==> src/rtl/forward_ctrl.sv <==
// Forwarding and load-use hazard control for a 5-stage in-order pipeline.
// Shadows EX/MEM/WB control fields to drive ALU operand muxes and ID stalls.
module forward_ctrl #(
    parameter int REG_AW = 5,
    parameter int CNT_W  = 16
) (
    input  logic              clk,
    input  logic              rst_n,
    input  logic              id_valid,
    input  logic [REG_AW-1:0] id_rs,
    input  logic [REG_AW-1:0] id_rt,
    input  logic [REG_AW-1:0] id_dest,
    input  logic              id_reg_write,
    input  logic              id_mem_read,
    input  logic              flush,
    output logic [1:0]        fwd_sel_a,
    output logic [1:0]        fwd_sel_b,
    output logic              stall_id,
    output logic [CNT_W-1:0]  stall_count
);

    typedef struct packed {
        logic              valid;
        logic [REG_AW-1:0] rs;
        logic [REG_AW-1:0] rt;
        logic [REG_AW-1:0] dest;
        logic              reg_write;
        logic              mem_read;
    } ex_t;

    typedef struct packed {
        logic              valid;
        logic [REG_AW-1:0] dest;
        logic              reg_write;
    } wb_t;

    localparam logic [1:0] SEL_RF  = 2'b00;
    localparam logic [1:0] SEL_MEM = 2'b01;
    localparam logic [1:0] SEL_WB  = 2'b10;

    ex_t              ex_q;
    ex_t              ex_d;
    wb_t              mem_q;
    wb_t              wb_q;
    logic [CNT_W-1:0] cnt_q;

    logic mem_prod;
    logic wb_prod;
    logic ld_hit;

    // Register 0 is hardwired, so a write to it never produces a value.
    assign mem_prod = mem_q.valid & mem_q.reg_write & (|mem_q.dest);
    assign wb_prod  = wb_q.valid & wb_q.reg_write & (|wb_q.dest);

    assign ld_hit = (ex_q.dest == id_rs) | (ex_q.dest == id_rt);

    assign stall_id = id_valid & ~flush & ex_q.valid & ex_q.mem_read
                    & (|ex_q.dest) & ld_hit;

    always_comb begin
        fwd_sel_a = SEL_RF;
        priority case (1'b1)
            !ex_q.valid:                           fwd_sel_a = SEL_RF;
            mem_prod && (mem_q.dest == ex_q.rs):   fwd_sel_a = SEL_MEM;
            wb_prod && (wb_q.dest == ex_q.rs):     fwd_sel_a = SEL_WB;
            default:                               fwd_sel_a = SEL_RF;
        endcase
    end

    always_comb begin
        fwd_sel_b = SEL_RF;
        priority case (1'b1)
            !ex_q.valid:                           fwd_sel_b = SEL_RF;
            mem_prod && (mem_q.dest == ex_q.rt):   fwd_sel_b = SEL_MEM;
            wb_prod && (wb_q.dest == ex_q.rt):     fwd_sel_b = SEL_WB;
            default:                               fwd_sel_b = SEL_RF;
        endcase
    end

    always_comb begin
        ex_d = '0;
        if (id_valid && !flush && !stall_id) begin
            ex_d.valid     = 1'b1;
            ex_d.rs        = id_rs;
            ex_d.rt        = id_rt;
            ex_d.dest      = id_dest;
            ex_d.reg_write = id_reg_write;
            ex_d.mem_read  = id_mem_read;
        end
    end

    always_ff @(posedge clk or negedge rst_n) begin
        if (!rst_n) begin
            ex_q  <= '0;
            mem_q <= '0;
            wb_q  <= '0;
        end else begin
            wb_q            <= mem_q;
            mem_q.valid     <= ex_q.valid;
            mem_q.dest      <= ex_q.dest;
            mem_q.reg_write <= ex_q.reg_write;
            ex_q            <= ex_d;
        end
    end

    always_ff @(posedge clk or negedge rst_n) begin
        if (!rst_n) begin
            cnt_q <= '0;
        end else if (stall_id && (cnt_q != '1)) begin
            cnt_q <= cnt_q + CNT_W'(1);
        end
    end

    assign stall_count = cnt_q;

endmodule

==> config.mk <==
export PLATFORM = sky130hd
export DESIGN_NAME = forward_ctrl
export DESIGN_NICKNAME = d
export VERILOG_FILES = /design/src/rtl/forward_ctrl.sv
export SDC_FILE = /design/constraint.sdc
export NUM_CORES = 1
export LEC_CHECK = 0
export CAP_MARGIN = 5
export CORE_AREA = 10 10 96 77
export CTS_CLUSTER_SIZE = 20
export DETAILED_ROUTE_END_ITERATION = 10
export DIE_AREA = 0 0 106 87
export REMOVE_ABC_BUFFERS = 1
export SLEW_MARGIN = 30
export SYNTH_ARGS = -nofsm -noshare
export SYNTH_HDL_FRONTEND = slang
export SYNTH_SLANG_ARGS = --single-unit
==> constraint.sdc <==
create_clock -name clk -period 2.8 [get_ports clk]
set_input_delay 0.56 -clock clk [delete_from_list [all_inputs] [get_ports clk]]
set_output_delay 0.56 -clock clk [all_outputs]
set_load 0.01 [all_outputs]
==> flow_summary_export.csv, run 1 <==
group,metric,value,unit
logic_synthesis,synth_seq_area_share,56.0,%
timing,finalMaxSlewViolations,0,
timing,clock_skew,0.0113,ns
min_path,hold_class,"in2async",
global_routing,grt_max_degree,34,
detailed_routing,route.detailed.drc,0,
logic_synthesis,synthTopCellsByCount,"dfrtp_1 (48), xnor2_1 (32), and2_1 (20)",
finish,drive_gt1_share,10.9,%
floorplanning,fp.dieH,87,µm
clocking,cts_tree,"done",
global_routing,top_usage_layer,"met1",
global_routing,use_met3,2.66,%
detailed_routing,viasPerCell,4.57,
place,place_ws,-0.0471,ns
floorplanning,fp.dieW,106,µm
global_routing,grt_pass1_vias,1485,
logic_synthesis,yosysWarningCount,0,
finish,postLayoutCoreUtil,50.2,%
worst_setup_path,crit_type,"reg2out",
timing,worstMarginPinSlew,0.699,ns
job,max_cap_violations,0,
detailed_routing,num_vias,1450,
finish,n_antenna_cell,0,
detailed_routing,wl_per_cell,14.7,µm
detailed_routing,detail_route.first_pass.iterations,4,
clocking,clk_latency,0.30,ns
timing,grt_setup_unrepaired,"no",
floorplanning,core_area,5590,µm²
timing,setup_slack,0.199,ns
timing,hold_viol_final,0,
detailed_routing,wl,4660,µm
worst_setup_path,cp-start-kind,"register",
floorplanning,top_level_ports,42,
worst_setup_path,r2r_start,"ex_q[5]",
global_routing,grt_antenna_before_repair,0,
worst_setup_path,required,2.24,ns
worst_setup_path,r2r_end,"stall_count[1]",
detailed_routing,ant_nets,0,
timing,period_minus_slack,2.60,ns
logic_synthesis,ys_types,30,
place,place_area,2710,µm²
clocking,htreeDepth,2,
timing,whs,0.300,ns
clocking,root_buffer,"clkbuf_8",
detailed_routing,drt_iter0_drc,52,
logic_synthesis,netlist_instances,182,
finish,nFillCells,546,
floorplanning,initial_utilization,38.4,%
logic_synthesis,yosysMostFrequentCell,"dfrtp_1",
global_routing,use_met2,14.9,%
logic_synthesis,synth.area.top_cells,"dfrtp_1 (56%), xnor2_1 (13%), and2_1 (5.8%)",
logic_synthesis,synth-main-ff-cell,"dfrtp_1",
worst_setup_path,r2r_slack,0.82,ns
worst_setup_path,crit_arrival,2.04,ns
logic_synthesis,syn_area,2140,µm²
outcome,status,"finished clean",
power,irDropWorstVdd,0.208,mV
power,p_leak,1.27,nW
worst_setup_path,rr_worst_depth,6,
clocking,clk_pin_slew_worst_paths,0.10,ns
logic_synthesis,postSynth.asyncResetShare,100,%
timing,fmax,0.385,GHz
finish,regArea,1200,µm²
clocking,cts_sinks,48,
clocking,cts_buffers,5,
clocking,post-cts-setup-buffers,0,
logic_synthesis,syn_area_per_cell,11.8,µm²
timing,period_share,92.9,%
timing,slew_headroom,53.4,%
logic_synthesis,synth_edf_count,0,
place,dp_hpwl,3660,µm
logic_synthesis,synth_top_area_share,56.0,%
global_routing,grtUsageTotal,10.6,%
global_routing,grt_pass1_wl,7920,µm
clocking,hold_buffers,0,
timing,setup_viol,0,
global_routing,grt.overflow.total,0,
power,p_total,1.26,mW
global_routing,grt_use_met1,15.5,%
floorplanning,num_rows,24,
place,numPortBuffers,41,
worst_setup_path,path_max_fanout,2,
logic_synthesis,synth_area_leader_cell,"dfrtp_1",
logic_synthesis,synth_seq_cells,48,
finish,syn_to_final_growth,30.8,%
clocking,clockBufferDepth,2,
finish,fin_nets,260,
power,power_density,448,nW/µm²
finish,stdcell_area,2800,µm²
worst_setup_path,critPathCaptureType,"primary output",
floorplanning,dieArea,9220,µm²
finish,multi_input_area,918,µm²
place,gp_congestion,0.817,
-- state kept, by name, indices dropped and copies added (netlist names) --
signal / flops
wb_q: 7
mem_q: 7
stall_count: 16
ex_q: 18
-- cell families (layout without fill, tap and decap cells) --
group	count (synthesis)	count (layout)	share of synthesized area (%)
multiplexers	1	1	0.700
flip-flops	48	48	56.0
buffers and inverters	5	62	1.11
XOR/XNOR	44	44	18.0
AND/OR/NAND/NOR	76	76	20.2
adder cells (fa/ha/maj)	1	1	0.584
AO/OA/AOI/OAI	7	7	3.39
-- report_power, final --
part	switching [mW]	internal (mW)
clock network	0.235	0.177
registers	0.0188	0.711
logic	0.0506	0.0633
-- per-stage QoR --
step | std cells | setup TNS, ns
final | 317 | 0
after global routing | 317 | 0
after CTS | 317 | 0
after detailed placement | 309 | -0.0471
after global placement | 309 | -0.0380
after floorplan | 179 | 0
-- final cells by class --
class | instances | area share (%)
repair buffers | 52 | 17.3
clock buffers | 5 | 2.46
flip-flops and latches | 48 | 42.9
multi-input cells | 129 | 32.8
inverters | 2 | 0.268
well taps | 78 | 3.48
clock inverters | 3 | 0.848
-- critical path, cell delays in order (launching register included) --
cell and delay (ns):
dfrtp_1 0.40, or4_1 0.53, o211ai_1 0.22, nor4_1 0.12, nor4_1 0.29, clkbuf_2 0.18
-- worst max-delay path by stage --
stage	start	end	slack [ns]	cells past startpoint
5_1_grt	mem_q[2]	fwd_sel_b[1]	0.07	5
4_1_cts	mem_q[2]	fwd_sel_a[0]	0.005	5
6_report	mem_q[2]	fwd_sel_a[1]	0.20	5
3_5_place_dp	id_rs[4]	stall_id	-0.05	6
3_3_place_gp	id_rs[4]	stall_id	-0.04	6
2_1_floorplan	mem_q[2]	fwd_sel_a[1]	0.59	4
-- cells in the final DEF, fill, tap and decap left out, types with 2 or more instances in the layout --
master	netlist	layout
nand3_1	14	14
clkbuf_8	0	5
nor3_1	4	4
clkinvlp_4	0	2
or4_1	3	3
nor2_1	5	5
and2_1	20	20
dfrtp_1	48	48
nand4_1	9	9
xnor2_1	32	32
xor2_1	12	12
nand2_1	6	6
dlygate4sd2_1	0	2
nor4_1	5	5
clkdlybuf4s50_1	0	35
and3_1	5	5
inv_1	2	2
dlymetal6s2s_1	0	2
buf_4	1	11
-- metal layers --
layer  wire (µm)  up-vias
met1        2400      692
met4          38        0
li1            -      736
met2        2060       20
met3         156        2
met5           0        -
-- repair_timing --
item,CTS,global route
pin swaps,1,0
gates resized for setup,3,5
setup endpoints to repair,3,3
(Power assumes the default switching activity.)
==> run 2, diff against run 1 <==
--- a/config.mk
+++ b/config.mk
@@ -5,11 +5,11 @@
 export SDC_FILE = /design/constraint.sdc
 export NUM_CORES = 1
 export LEC_CHECK = 0
-export CAP_MARGIN = 5
-export CORE_AREA = 10 10 96 77
+export CORE_AREA = 10 10 84 68
 export CTS_CLUSTER_SIZE = 20
 export DETAILED_ROUTE_END_ITERATION = 10
-export DIE_AREA = 0 0 106 87
+export DIE_AREA = 0 0 94 78
+export PLACE_DENSITY = 0.81
 export REMOVE_ABC_BUFFERS = 1
 export SLEW_MARGIN = 30
 export SYNTH_ARGS = -nofsm -noshare
==> run 2 against run 1 <==
Clock power rose by 24%. Register-to-register slack improved by 0.04 ns. First-iteration DRC count rose by 40%. Maximum frequency fell by 2.3%. Routed wire length rose by 0.64%. Core utilization rose by 16 points. Setup slack got worse by 0.062 ns. Critical path type unchanged. Total power rose by 8.3%. Sequential share of layout area did not move. Clock skew fell by 0.0033 ns. Global-route usage rose by 2.7 points.
==> flow_summary_export.csv, run 2 (synthesis results as in run 1) <==
group,metric,value,unit
outcome,status,"finished clean",
place,dp_hpwl,3600,µm
power,p_int,1.04,mW
clocking,cts_tree,"done",
finish,fin_nets,260,
finish,layout_common_cells,"dfrtp_1 (48), clkdlybuf4s50_1 (35), xnor2_1 (32), and2_1 (20), nand3_1 (14)",
floorplanning,num_rows,21,
detailed_routing,wl,4690,µm
detailed_routing,detail_route.first_pass.iterations,4,
timing,period_share,95.1,%
finish,largest_reg_flops,18,
worst_setup_path,crit_arrival,2.10,ns
clocking,hold_buffers,0,
worst_setup_path,critPathCaptureType,"primary output",
finish,layout_commonest_cell,"dfrtp_1",
power,p_clk_share,37.5,%
power,swShare,23.1,%
timing,clock_skew,0.00797,ns
timing,whs,0.161,ns
global_routing,grt_pass1_wl,7770,µm
worst_setup_path,critical_path.startpoint,"wb_q[2]",
power,switchingPower,315,µW
timing,worstMarginPinSlew,0.417,ns
detailed_routing,drt_iter0_drc,73,
global_routing,grt_max_degree,22,
timing,fmax,0.376,GHz
timing,grt_setup_unrepaired,"no",
clocking,htreeDepth,2,
finish,postLayoutCoreUtil,66.7,%
global_routing,grt_pass1_vias,1570,
finish,drive_gt1_share,11.3,%
clocking,cts_buffers,5,
worst_setup_path,cp-start-kind,"register",
clocking,cts_sinks,48,
clocking,clk_pin_slew_worst_paths,0.09,ns
floorplanning,initial_utilization,51.0,%
finish,largest_register,"ex_q",
finish,stdcell_area,2800,µm²
power,irDropWorstVdd,0.315,mV
worst_setup_path,crit_type,"reg2out",
timing,period_minus_slack,2.66,ns
detailed_routing,route.detailed.drc,0,
clocking,root_buffer,"clkbuf_8",
place,place_area,2680,µm²
finish,syn_to_final_growth,30.8,%
timing,finalMaxSlewViolations,0,
place,gp_congestion,0.886,
floorplanning,fp.dieW,94,µm
worst_setup_path,path_max_fanout,3,
global_routing,grtUsageTotal,13.3,%
global_routing,grt_antenna_before_repair,0,
detailed_routing,wl_per_cell,15.8,µm
detailed_routing,ant_nets,0,
detailed_routing,num_vias,1541,
floorplanning,top_level_ports,42,
timing,hold_viol_final,0,
worst_setup_path,required,2.24,ns
floorplanning,dieArea,7330,µm²
clocking,clockBufferDepth,2,
power,power_density,485,nW/µm²
timing,slew_headroom,72.0,%
detailed_routing,viasPerCell,5.21,
worst_setup_path,r2r_start,"ex_q[2]",
global_routing,grt.overflow.total,0,
floorplanning,core_area,4200,µm²
power,seq_power_share,53.7,%
timing,finalSetupTns,0,ns
clocking,clk_latency,0.31,ns
power,p_leak,1.26,nW
floorplanning,fp.dieH,78,µm
finish,n_antenna_cell,0,
min_path,hold_class,"in2async",
place,numPortBuffers,41,
power,power_frac_comb,8.8,%
job,max_cap_violations,0,
timing,setup_viol,0,
[run 2: cell types whose count changed in the layout (fill, tap and decap cells not counted), sizes merged]
cell,previous run,this run
inv,2,3
clkdlybuf4s15,0,1
clkinvlp,2,1
dlymetal6s2s,2,1
bufinv,0,1
clkinv,1,0
[run 2: worst max-delay path, cell delays in order (launching register included)]
cell and delay [ns]:
dfrtp_1 0.41, or4_1 0.15, o2111ai_1 0.13, or4_1 0.56, nor4_2 0.28, clkdlybuf4s15_1 0.27
[run 2: power groups by stage]
stage / registers [mW] / clock network [mW] / logic (mW)
finish: 0.730 / 0.510 / 0.120
detailed placement: 0.743 / 0 / 0.119
global placement: 0.743 / 0 / 0.116
global route: 0.733 / 0.542 / 0.131
CTS: 0.730 / 0.517 / 0.121
floorplan: 0.740 / 0 / 0.0517
[run 2: layout make-up]
| class | count | area [µm²] |
|---|---|---|
| clock buffer | 5 | 68.8 |
| clock inverter | 3 | 46.3 |
| fill | 328 | 1400 |
| inverter | 2 | 7.51 |
| multi-input combinational | 129 | 925 |
| sequential | 48 | 1200 |
| tap | 57 | 71.3 |
| timing repair buffer | 52 | 483 |
[run 2: stage by stage]
stage                     instances  worst slack [ns]  power [mW]
after global routing            296           0.00201        1.41
final                           296             0.137        1.36
after global placement          287           -0.0332       0.858
after CTS                       296            0.0144        1.37
after detailed placement        287           -0.0755       0.862
after floorplan                 179             0.594       0.792
[run 2: final timing paths]
kind | endpoint | slack (ns) | depth (start not counted)
worst max-delay path | fwd_sel_a[1] | 0.14 | 5
worst min-delay path | stall_count[7] | 0.16 | 1
worst max register to register | stall_count[6] | 0.86 | 7
worst min register to register | mem_q[0] | 0.35 | 0
max in group asynchronous | ex_q[17] | 2.04 | 2
min in group clk | mem_q[0] | 0.35 | 0
[run 2: timing repair]
action,4_1_cts,5_1_grt
buffers inserted,1,0
endpoints found under the setup margin,5,3
pin swaps,1,3
resized for setup,4,6
[run 2: routing by layer]
| layer | wire length [µm] | vias up | share of wire [%] | global-route usage (%) |
|---|---|---|---|---|
| li1 | - | 737 | - | - |
| met1 | 2170 | 754 | 46 | 17.9 |
| met2 | 2220 | 38 | 47 | 19.7 |
| met3 | 208 | 12 | 4.4 | 3.85 |
| met4 | 85 | 0 | 1.8 | 5.00 |
| met5 | 0 | - | 0 | 0 |
